## src/rtl/wb_sram_linefetch.sv

```systemverilog
// wb_sram_linefetch: read-only Wishbone master that streams a block of
// SRAM words into a small first-word-fall-through FIFO for a consumer.

module wb_sram_linefetch_fifo #(
    parameter int AW = 4,
    parameter int DW = 16
) (
    input  logic          clk,
    input  logic          rst,
    input  logic          flush,
    input  logic          push,
    input  logic [DW-1:0] wdata,
    input  logic          pop,
    output logic [DW-1:0] rdata,
    output logic          empty,
    output logic [AW:0]   level,
    output logic [AW:0]   level_nxt
);
    localparam int DEPTH = 1 << AW;
    localparam logic [AW-1:0] PTR_ONE = AW'(1);
    localparam logic [AW:0] LVL_ONE = (AW + 1)'(1);

    logic [DW-1:0] mem [DEPTH];
    logic [AW-1:0] wr_ptr;
    logic [AW-1:0] rd_ptr;
    logic          full;
    logic          push_ok;
    logic          pop_ok;

    assign empty   = (level == '0);
    assign full    = level[AW];
    assign pop_ok  = pop & ~empty;
    assign push_ok = push & (~full | pop_ok);
    // Head word is exposed directly; gated so an empty FIFO reads as zero.
    assign rdata   = empty ? '0 : mem[rd_ptr];

    always_comb begin
        level_nxt = level;
        unique case ({push_ok, pop_ok})
            2'b10:   level_nxt = level + LVL_ONE;
            2'b01:   level_nxt = level - LVL_ONE;
            default: level_nxt = level;
        endcase
        if (flush) level_nxt = '0;
    end

    always_ff @(posedge clk) begin
        if (push_ok) mem[wr_ptr] <= wdata;
    end

    always_ff @(posedge clk) begin
        if (rst || flush) begin
            wr_ptr <= '0;
            rd_ptr <= '0;
            level  <= '0;
        end else begin
            if (push_ok) wr_ptr <= wr_ptr + PTR_ONE;
            if (pop_ok)  rd_ptr <= rd_ptr + PTR_ONE;
            level <= level_nxt;
        end
    end
endmodule

module wb_sram_linefetch #(
    parameter int FIFO_AW = 4
) (
    input  logic               wb_clk_i,
    input  logic               wb_rst_i,
    input  logic               start_i,
    input  logic               abort_i,
    input  logic [17:0]        base_adr_i,
    input  logic [9:0]         len_i,
    output logic               busy_o,
    output logic               done_o,
    output logic [17:0]        wbm_adr_o,
    input  logic [15:0]        wbm_dat_i,
    output logic               wbm_we_o,
    output logic [1:0]         wbm_sel_o,
    output logic               wbm_stb_o,
    output logic               wbm_cyc_o,
    input  logic               wbm_ack_i,
    input  logic               rd_i,
    output logic [15:0]        dat_o,
    output logic               empty_o,
    output logic [FIFO_AW:0]   level_o
);
    localparam logic [0:0] S_IDLE  = 1'b0;
    localparam logic [0:0] S_FETCH = 1'b1;
    localparam logic [FIFO_AW:0] DEPTH = {1'b1, {FIFO_AW{1'b0}}};

    logic [0:0]       state;
    logic [9:0]       rem;
    logic [9:0]       rem_nxt;
    logic             start_ok;
    logic             run;
    logic             ack_ok;
    logic             last_ack;
    logic             flush;
    logic             pop;
    logic [FIFO_AW:0] level_nxt;

    assign start_ok = start_i & ~abort_i & (state == S_IDLE);
    assign run      = (state == S_FETCH) & ~abort_i;
    // An ack landing in the abort cycle is dropped here.
    assign ack_ok   = run & wbm_stb_o & wbm_ack_i;
    assign last_ack = ack_ok & (rem == 10'd1);
    assign rem_nxt  = ack_ok ? rem - 10'd1 : rem;
    assign flush    = abort_i | start_ok;
    assign pop      = rd_i & ~flush;

    assign busy_o    = (state == S_FETCH);
    assign wbm_cyc_o = wbm_stb_o;
    assign wbm_we_o  = 1'b0;
    assign wbm_sel_o = 2'b11;

    always_ff @(posedge wb_clk_i) begin
        if (wb_rst_i) begin
            state     <= S_IDLE;
            wbm_stb_o <= 1'b0;
            wbm_adr_o <= '0;
            rem       <= '0;
            done_o    <= 1'b0;
        end else begin
            done_o <= 1'b0;
            unique case (1'b1)
                abort_i: begin
                    state     <= S_IDLE;
                    wbm_stb_o <= 1'b0;
                end
                start_ok: begin
                    wbm_adr_o <= base_adr_i;
                    rem       <= len_i;
                    if (len_i == '0) begin
                        done_o <= 1'b1;
                    end else begin
                        state     <= S_FETCH;
                        wbm_stb_o <= 1'b1;
                    end
                end
                run: begin
                    if (ack_ok) wbm_adr_o <= wbm_adr_o + 18'd1;
                    rem <= rem_nxt;
                    if (last_ack) begin
                        state     <= S_IDLE;
                        wbm_stb_o <= 1'b0;
                        done_o    <= 1'b1;
                    end else begin
                        // Only request when the word will have a slot to land in.
                        wbm_stb_o <= (rem_nxt != '0) && (level_nxt != DEPTH);
                    end
                end
                default: ;
            endcase
        end
    end

    wb_sram_linefetch_fifo #(
        .AW (FIFO_AW),
        .DW (16)
    ) u_fifo (
        .clk       (wb_clk_i),
        .rst       (wb_rst_i),
        .flush     (flush),
        .push      (ack_ok),
        .wdata     (wbm_dat_i),
        .pop       (pop),
        .rdata     (dat_o),
        .empty     (empty_o),
        .level     (level_o),
        .level_nxt (level_nxt)
    );
endmodule

```

## config.mk

```make
export PLATFORM = sky130hd
export DESIGN_NAME = wb_sram_linefetch
export DESIGN_NICKNAME = d
export VERILOG_FILES = /design/src/rtl/wb_sram_linefetch.sv
export SDC_FILE = /design/constraint.sdc
export NUM_CORES = 1
export LEC_CHECK = 0
export ABC_AREA = 1
export CAP_MARGIN = 10
export CORE_MARGIN = 3
export CORE_UTILIZATION = 59
export CTS_CLUSTER_SIZE = 8
export DETAILED_ROUTE_END_ITERATION = 10
export GPL_ROUTABILITY_DRIVEN = 0
export GPL_TIMING_DRIVEN = 0
export PLACE_DENSITY = 0.91
export SYNTH_ARGS = -nofsm -noshare
export SYNTH_HDL_FRONTEND = slang
export SYNTH_HIERARCHICAL = 1
export SYNTH_SLANG_ARGS = --single-unit
export TNS_END_PERCENT = 50
```

## constraint.sdc

```tcl
create_clock -name wb_clk_i -period 3.5 [get_ports wb_clk_i]
set_input_delay 0.7 -clock wb_clk_i [delete_from_list [all_inputs] [get_ports wb_clk_i]]
set_output_delay 0.7 -clock wb_clk_i [all_outputs]
set_load 0.01 [all_outputs]
```

==> Word level (Yosys, flattened, before mapping) <==
Memories as Yosys holds them, arrays and structs flattened. A register that Yosys moved wholly into a read port is not among the register bits.
Index checks and enable logic that the tools add are counted.
{ "totals": {"reg_bits": 44, "ramBits": 256, "in_bits": 50, "out_inout_bits": 47, "word_cells": 67, "memories": 1} }
{ "classes": {"addsub": 6, "eq_ne": 7, "mux": 19, "bitwise_logic": 16, "reduce_logical": 10} }
{ "memory_table": {"columns": ["memory", "depth", "width", "rd", "rd_ports_with_merged_regs", "wr", "line", "source"], "rows": [
  ["u_fifo.mem", 16, 16, 1, 1, 1, "23", "logic [DW-1:0] mem [DEPTH];"]
]} }
{ "op_table": {"columns": ["op", "count"], "rows": [
  ["$pmux 18 s2", 1],
  ["$pmux 10 s2", 1],
  ["$add 18x1->18 const B", 1],
  ["$mux 18", 1],
  ["$mux 16", 1],
  ["$eq 10x1->1 const B", 1],
  ["$logic_not 10->1", 1],
  ["$mux 10", 1],
  ["$pmux 5 s2", 1],
  ["$reduce_bool 10->1", 1],
  ["$sub 10x1->10 const B", 1],
  ["$and 1x1->1", 9],
  ["$add 4x1->4 const B", 2],
  ["$mux 4", 2],
  ["$mux 1", 7],
  ["$pmux 1 s3", 2],
  ["$add 5x1->5 const B", 1],
  ["$logic_not 5->1", 1],
  ["$mux 5", 1],
  ["$ne 5x5->1 const B", 1],
  ["$not 1->1", 5],
  ["$sub 5x1->5 const B", 1],
  ["$ne 2x1->1 const B", 2],
  ["$reduce_and 2->1", 2],
  ["10 further kinds", 11]
]} }

==> Longest topological paths before layout <==
{ "depth": {"depth_word": 16, "depth_mapped": 20, "depth_no_buf": 19} }

==> By module <==
The synthesis kept the hierarchy.
{ "by_module_without_submodules": {"columns": ["mod", "n_inst", "cells_each", "area_per_inst_um2"], "rows": [
  ["wb_sram_linefetch_fifo", 1, 848, 10989.3],
  ["wb_sram_linefetch", 1, 368, 2237.1]
]} }

==> Worst setup path before layout <==
OpenSTA, ideal clock, no wires.
{ "synth_path": {"path_type": "input -> register", "startpoint": "input abort_i", "endpoint": "register wbm_stb_o, in the netlist wbm_cyc_o", "arrival_ns": 3.022, "setup_slack_ns": 0.362, "stages": 16, "cell_sequence": "nor2_1 > nand2_1 > buf_4 > nand2_1 > nor2_1 > inv_2 > a21oi_4 > inv_2 > ha_1 > inv_1 > nor2_1 > nor3_1 > nor4_1 > a211oi_1 > nand2_1 > a21oi_1"} }
{ "synth_via": {"elab_chain_len": 16} }
{ "synth_rtl": {"columns": ["item", "line", "source"], "rows": [
  ["from (decl)", "70", "input logic abort_i,"],
  ["$not 1->1", "102", "assign start_ok = start_i & ~abort_i & (state == S_IDLE);"],
  ["$and 1x1->1 (2 in a row)", "102", null],
  ["$or 1x1->1 (*)", "108", "assign flush = abort_i | start_ok;"],
  ["net flush", "98", "logic flush;"],
  ["$not 1->1 (*)", "109", "assign pop = rd_i & ~flush;"],
  ["$and 1x1->1 (*)", "109", null],
  ["net pop", "99", "logic pop;"],
  ["$and 1x1->1 (*)", "32", "assign pop_ok = pop & ~empty;"],
  ["[... 2 more ...]", null, null],
  ["$eq 2x1->1 / $eq 2x2->1 (equally long branches)", "39", "unique case ({push_ok, pop_ok})"],
  ["$pmux 5 s2 (*)", "39", null],
  ["$mux 5 (*)", "44", "if (flush) level_nxt = '0;"],
  ["net level_nxt[1]", "100", "logic [FIFO_AW:0] level_nxt;"],
  ["$ne 5x5->1 (*)", "149", "wbm_stb_o <= (rem_nxt != '0) && (level_nxt != DEPTH);"],
  ["$logic_and 1x1->1 (*)", "149", null],
  ["$mux 1 (*)", "143", "if (last_ack) begin"],
  ["$pmux 1 s3 (*)", "125", "unique case (1'b1)"],
  ["to (signal assigned)", "149", null],
  ["to (decl)", "79", "output logic wbm_stb_o,"]
]} }
Mark *: on every way through the listed nets, which the timed path passes. The rest lies on a longest branch.
A chain may end at the register's enable or synchronous reset.

==> tab_implementation.tex <==
\begin{tabular}{lr}
\hline
Metric & Value \\
\hline
\multicolumn{2}{l}{\textbf{Die}} \\
Initial core utilization & 0.602 \\
Die height & 156 microns \\
Site Rows & 54 \\
Boundary pin count & 97 \\
Die span in x & $\sim$160 microns \\
Area of the core region & 0.0220 sq mm \\
Area enclosed by the die boundary & $\sim$0.024 sq mm \\
\multicolumn{2}{l}{\textbf{STA}} \\
Count of pins over their slew limit & 0 \\
RSZ-0062 raised after global routing & true \\
Transition time of the tightest slew-check pin & around 1100 ps \\
Fmax & $\sim$0.29 GHz \\
Setup Skew & about 26 ps \\
Number of hold violations in the final report & 0 \\
Normalized max-slew margin & 0.268 \\
Setup tns final & 0 ps \\
Clock period minus final worst setup slack & 3480 ps \\
Hold Slack & 498 ps \\
Number of setup violations in the final report & 0 \\
Fraction of the cycle the final worst path needs & 0.995 \\
\multicolumn{2}{l}{\textbf{Synthesis}} \\
Prevailing post-synth register cell & sky130\_fd\_sc\_hd\_\_edfxtp\_1 \\
Number of enable-type register cells in the synthesized netlist & $\sim$260 \\
Synthesis Warnings & 6 \\
Synth unique cells & 47 \\
Average cell area after synthesis & 10.9 sq um \\
Sequential-to-total area share from yosys stat & 0.654 \\
Mapped Area & approximately 0.013 sq mm \\
Synth Register Bits & between 300 and 400 \\
Gate count of the mapped netlist & between 1k and 1.5k \\
Proportion of register bits with asynchronous set or reset after synthesis & 0 \\
\multicolumn{2}{l}{\textbf{Detailed routing}} \\
Total DRC errors in the routed layout & 0 \\
Overall via count from detail\_route & around 11k \\
Final ANT Viol Nets & 0 \\
Routed met2 length & between 15000 and 20000 microns \\
Wire per inst & around 25 microns \\
Vias per inst & 6.78 \\
First-pass iteration count of the detailed router & 6 \\
Met3 wire length & about 6000 microns \\
1st-iter DRT viols & $\sim$1.8k \\
Highest metal layer used by the detailed router & met5 \\
Wire length the detailed router placed on met1 & roughly 13000 microns \\
Sum of routed wire length over all layers & around 40000 microns \\
\multicolumn{2}{l}{\textbf{Pwr}} \\
Sequential share of power & 0.496 \\
Share of total power in combinational logic & 0.042 \\
Design internal power & between 0.006 and 0.007 W \\
Power consumption & $\sim$0.008 W \\
Leakage power figure & 5.72 nW \\
Max IR drop VDD & about 0.36 mV \\
Total power per unit cell area & between 400 and 500 mW/mm\^{}2 \\
Switching power summed over all nets & about 0.0017 W \\
Fraction of power spent switching nets & 0.213 \\
Power share of the clock group & 0.462 \\
\multicolumn{2}{l}{\textbf{Place}} \\
Port bufs & 93 \\
Half-perimeter wire length after placement & approximately 24000 microns \\
\multicolumn{2}{l}{\textbf{Worst setup path}} \\
Most used cell, CP & sky130\_fd\_sc\_hd\_\_buf\_6 \\
Worst setup path class & reg -> out \\
Crit Path Max Fanout & 10 \\
R2r worst-path depth & 16 \\
Endpoint kind of the worst setup timing path & primary output \\
Setup crit start kind & register \\
Delay of the slowest critical-path stage & 380 ps \\
Cell-by-cell trace of the critical path & buf\_6, inv\_2, buf\_6, buf\_6, buf\_6, nor2\_1, o22ai\_1, o21ai\_1, a21oi\_2, dlygate4sd2\_1 \\
Slowest cell on the critical path & sky130\_fd\_sc\_hd\_\_dfxtp\_2 \\
Slack of the worst reg-to-reg path & approximately 480 ps \\
Data arrival time at the worst-slack endpoint & roughly 2800 ps \\
Data required time at the worst endpoint & 2800 ps \\
Critical R2R Launch & busy\_o\$\_SDFFE\_PP0P\_ \\
\multicolumn{2}{l}{\textbf{Clock tree}} \\
Number of clock sinks seen by CTS & around 300 \\
Clock transition at the register clock pins on the worst setup and hold paths after CTS & 50 ps \\
TritonCTS clock tree & built \\
Clock network latency to the later pin of the worst-skew pair & $\sim$540 ps \\
Maximum number of buffers from clock root to sink & 3 \\
Depth of the CTS H-tree & 2 \\
Root Buffer & sky130\_fd\_sc\_hd\_\_clkbuf\_16 \\
Cts bufs inserted & 43 \\
\multicolumn{2}{l}{\textbf{Cells and area}} \\
Post-layout net count & approximately 1.4k \\
Total of fill cells in the finished design & about 1.3k \\
Area delta synth->final & 21.3\% \\
Fraction of final layout cells sized beyond drive strength 1 & 0.140 \\
\multicolumn{2}{l}{\textbf{Global routing}} \\
All-Layer GR Usage & 0.329 \\
Wire length of the first global-routing pass & just over 60000 microns \\
Overflow left after global routing & 0 \\
Number of global-route vias before repair & between 10k and 15k \\
Number of antenna violations at the first check in global routing & 0 \\
Maximum number of pins on one net before global-route repair & 17 \\
\multicolumn{2}{l}{\textbf{Run}} \\
Max cap viols & 0 \\
\multicolumn{2}{l}{\textbf{Hold path}} \\
Hold path start & wbm\_adr\_o[17]\$\_SDFFE\_PP0P\_ \\
Class of the most critical hold timing path & reg -> reg \\
Hold Crit Depth & 2 \\
\multicolumn{2}{l}{\textbf{Status}} \\
Status & complete, no violations \\
\hline
\end{tabular}
-- metrics by stage --
step	area (sq um)	setup WS (ps)	utilization	cells
floorplan	13200	362	-	1217
global placement	14500	-1140	0.661	1590
detailed placement	14600	-910	0.667	1598
CTS	16000	-38.7	0.728	1656
global route	16000	-44.7	0.731	1656
finish	16000	19.0	0.731	1657
-- path summary, 6_finish.rpt --
check                                                  end
worst max-delay path                              dat_o[8]
worst max register to register      wbm_cyc_o$_SDFFE_PP0P_
worst min register to register  wbm_adr_o[17]$_SDFFE_PP0P_
worst min-delay path            wbm_adr_o[17]$_SDFFE_PP0P_
-- layout make-up --
cell class | count | area [sq um] | area share
Timing Repair Buffer | 102 | 1040 | 0.0647
Buffer | 69 | 415 | 0.0259
Clock buffer | 55 | 1120 | 0.0699
Multi-Input combinational cell | 767 | 4120 | 0.257
Inverter | 76 | 294 | 0.0183
Antenna cell | 1 | 2.50 | 0.000156
Sequential cell | 304 | 8650 | 0.539
Tap cell | 280 | 350 | 0.0218
Clock inverter | 3 | 55.1 | 0.00343
-- cell families after synthesis --
group | Yosys count | share of synthesized area
buffers and inverters | 146 | 0.0491
other | 2 | 0.000568
AO/OA/AOI/OAI | 299 | 0.134
flip-flops | 304 | 0.654
AND/OR/NAND/NOR | 448 | 0.149
XOR/XNOR | 7 | 0.00464
adder cells (fa/ha/maj) | 10 | 0.00946
-- Yosys cell counts, types with 2 or more instances --
cell type | n | area (sq um)
sky130_fd_sc_hd__inv_1 | 65 | 244
sky130_fd_sc_hd__a211oi_1 | 7 | 52.6
sky130_fd_sc_hd__a221oi_1 | 4 | 35.0
sky130_fd_sc_hd__o21ai_0 | 137 | 686
sky130_fd_sc_hd__o221ai_1 | 44 | 385
sky130_fd_sc_hd__or2_2 | 4 | 25.0
sky130_fd_sc_hd__dfxtp_1 | 48 | 961
sky130_fd_sc_hd__buf_2 | 17 | 85.1
sky130_fd_sc_hd__nor3_1 | 10 | 50.1
sky130_fd_sc_hd__edfxtp_1 | 256 | 7690
sky130_fd_sc_hd__nor3b_1 | 6 | 45.0
sky130_fd_sc_hd__nand3_1 | 53 | 265
sky130_fd_sc_hd__nand3_2 | 3 | 30.0
sky130_fd_sc_hd__o211ai_1 | 2 | 15.0
sky130_fd_sc_hd__ha_1 | 10 | 125
sky130_fd_sc_hd__nor4_1 | 5 | 31.3
sky130_fd_sc_hd__nand2_2 | 5 | 31.3
sky130_fd_sc_hd__nor2_2 | 3 | 18.8
sky130_fd_sc_hd__nand4_1 | 11 | 68.8
sky130_fd_sc_hd__clkbuf_1 | 36 | 135
sky130_fd_sc_hd__nand3_4 | 2 | 35.0
sky130_fd_sc_hd__buf_4 | 9 | 67.6
sky130_fd_sc_hd__o22ai_1 | 25 | 156
sky130_fd_sc_hd__nand2_1 | 111 | 417
sky130_fd_sc_hd__clkinv_1 | 3 | 11.3
sky130_fd_sc_hd__inv_2 | 8 | 30.0
sky130_fd_sc_hd__buf_6 | 6 | 67.6
sky130_fd_sc_hd__o31ai_1 | 3 | 22.5
sky130_fd_sc_hd__nor2_4 | 3 | 33.8
sky130_fd_sc_hd__a21oi_1 | 49 | 245
sky130_fd_sc_hd__conb_1 | 2 | 7.51
sky130_fd_sc_hd__xor2_1 | 7 | 61.3
sky130_fd_sc_hd__nor2_1 | 224 | 841
sky130_fd_sc_hd__o21ai_1 | 23 | 115
sky130_fd_sc_hd__nand3b_1 | 3 | 22.5
-- metal layers --
layer | vias up | global-route usage
met2 | 1081 | 0.528
li1 | 4645 | -
met5 | - | 0
met1 | 5263 | 0.395
met4 | 2 | 0.182
met3 | 251 | 0.112
-- power groups by stage --
stage | clock, W | sequential [W] | combinational, W
6_report | 0.00370 | 0.00398 | 0.000336
5_1_grt | 0.00386 | 0.00398 | 0.000362
4_1_cts | 0.00370 | 0.00398 | 0.000327
3_5_place_dp | 0 | 0.00405 | 0.000319
3_3_place_gp | 0 | 0.00404 | 0.000309
2_1_floorplan | 0 | 0.00404 | 0.000137
-- state kept, by name, indices dropped and copies added (netlist names), named ones only --
| signal | count |
|---|---|
| done_o | 1 |
| u_fifo/level | 5 |
| u_fifo/mem | 256 |
| wbm_cyc_o | 1 |
| u_fifo/wr_ptr | 4 |
| wbm_adr_o | 18 |
| busy_o | 1 |
| rem | 10 |
| u_fifo/rd_ptr | 4 |
-- critical path: cells and delay by family, from the launching register on --
kind,cells,cell delay (ps)
compound gates,3,660
flops,1,380
buf+inv,6,1020
simple gates,1,180
-- what timing repair did --
item,in CTS,in global routing
endpoints found under the setup margin,188,35
buffers inserted,1,0
gates resized for setup,68,22
hold buffers,0,0
pin swaps,7,6
-- cell usage in the layout, fill, tap and decap left out, types with 11 or more instances in the layout --
master                            instances
sky130_fd_sc_hd__a21oi_1                 41
sky130_fd_sc_hd__buf_2                   11
sky130_fd_sc_hd__buf_4                   20
sky130_fd_sc_hd__clkbuf_1                25
sky130_fd_sc_hd__clkbuf_16               43
sky130_fd_sc_hd__clkbuf_2                18
sky130_fd_sc_hd__clkdlybuf4s50_1         77
sky130_fd_sc_hd__dfxtp_1                 47
sky130_fd_sc_hd__dlygate4sd2_1           11
sky130_fd_sc_hd__edfxtp_1               256
sky130_fd_sc_hd__inv_1                   65
sky130_fd_sc_hd__nand2_1                110
sky130_fd_sc_hd__nand3_1                 50
sky130_fd_sc_hd__nand4_1                 11
sky130_fd_sc_hd__nor2_1                 208
sky130_fd_sc_hd__nor2_2                  18
sky130_fd_sc_hd__o21ai_0                137
sky130_fd_sc_hd__o21ai_1                 23
sky130_fd_sc_hd__o221ai_1                33
sky130_fd_sc_hd__o221ai_2                11
sky130_fd_sc_hd__o22ai_1                 22
No activity file was read; power rests on OpenSTA's default activity.
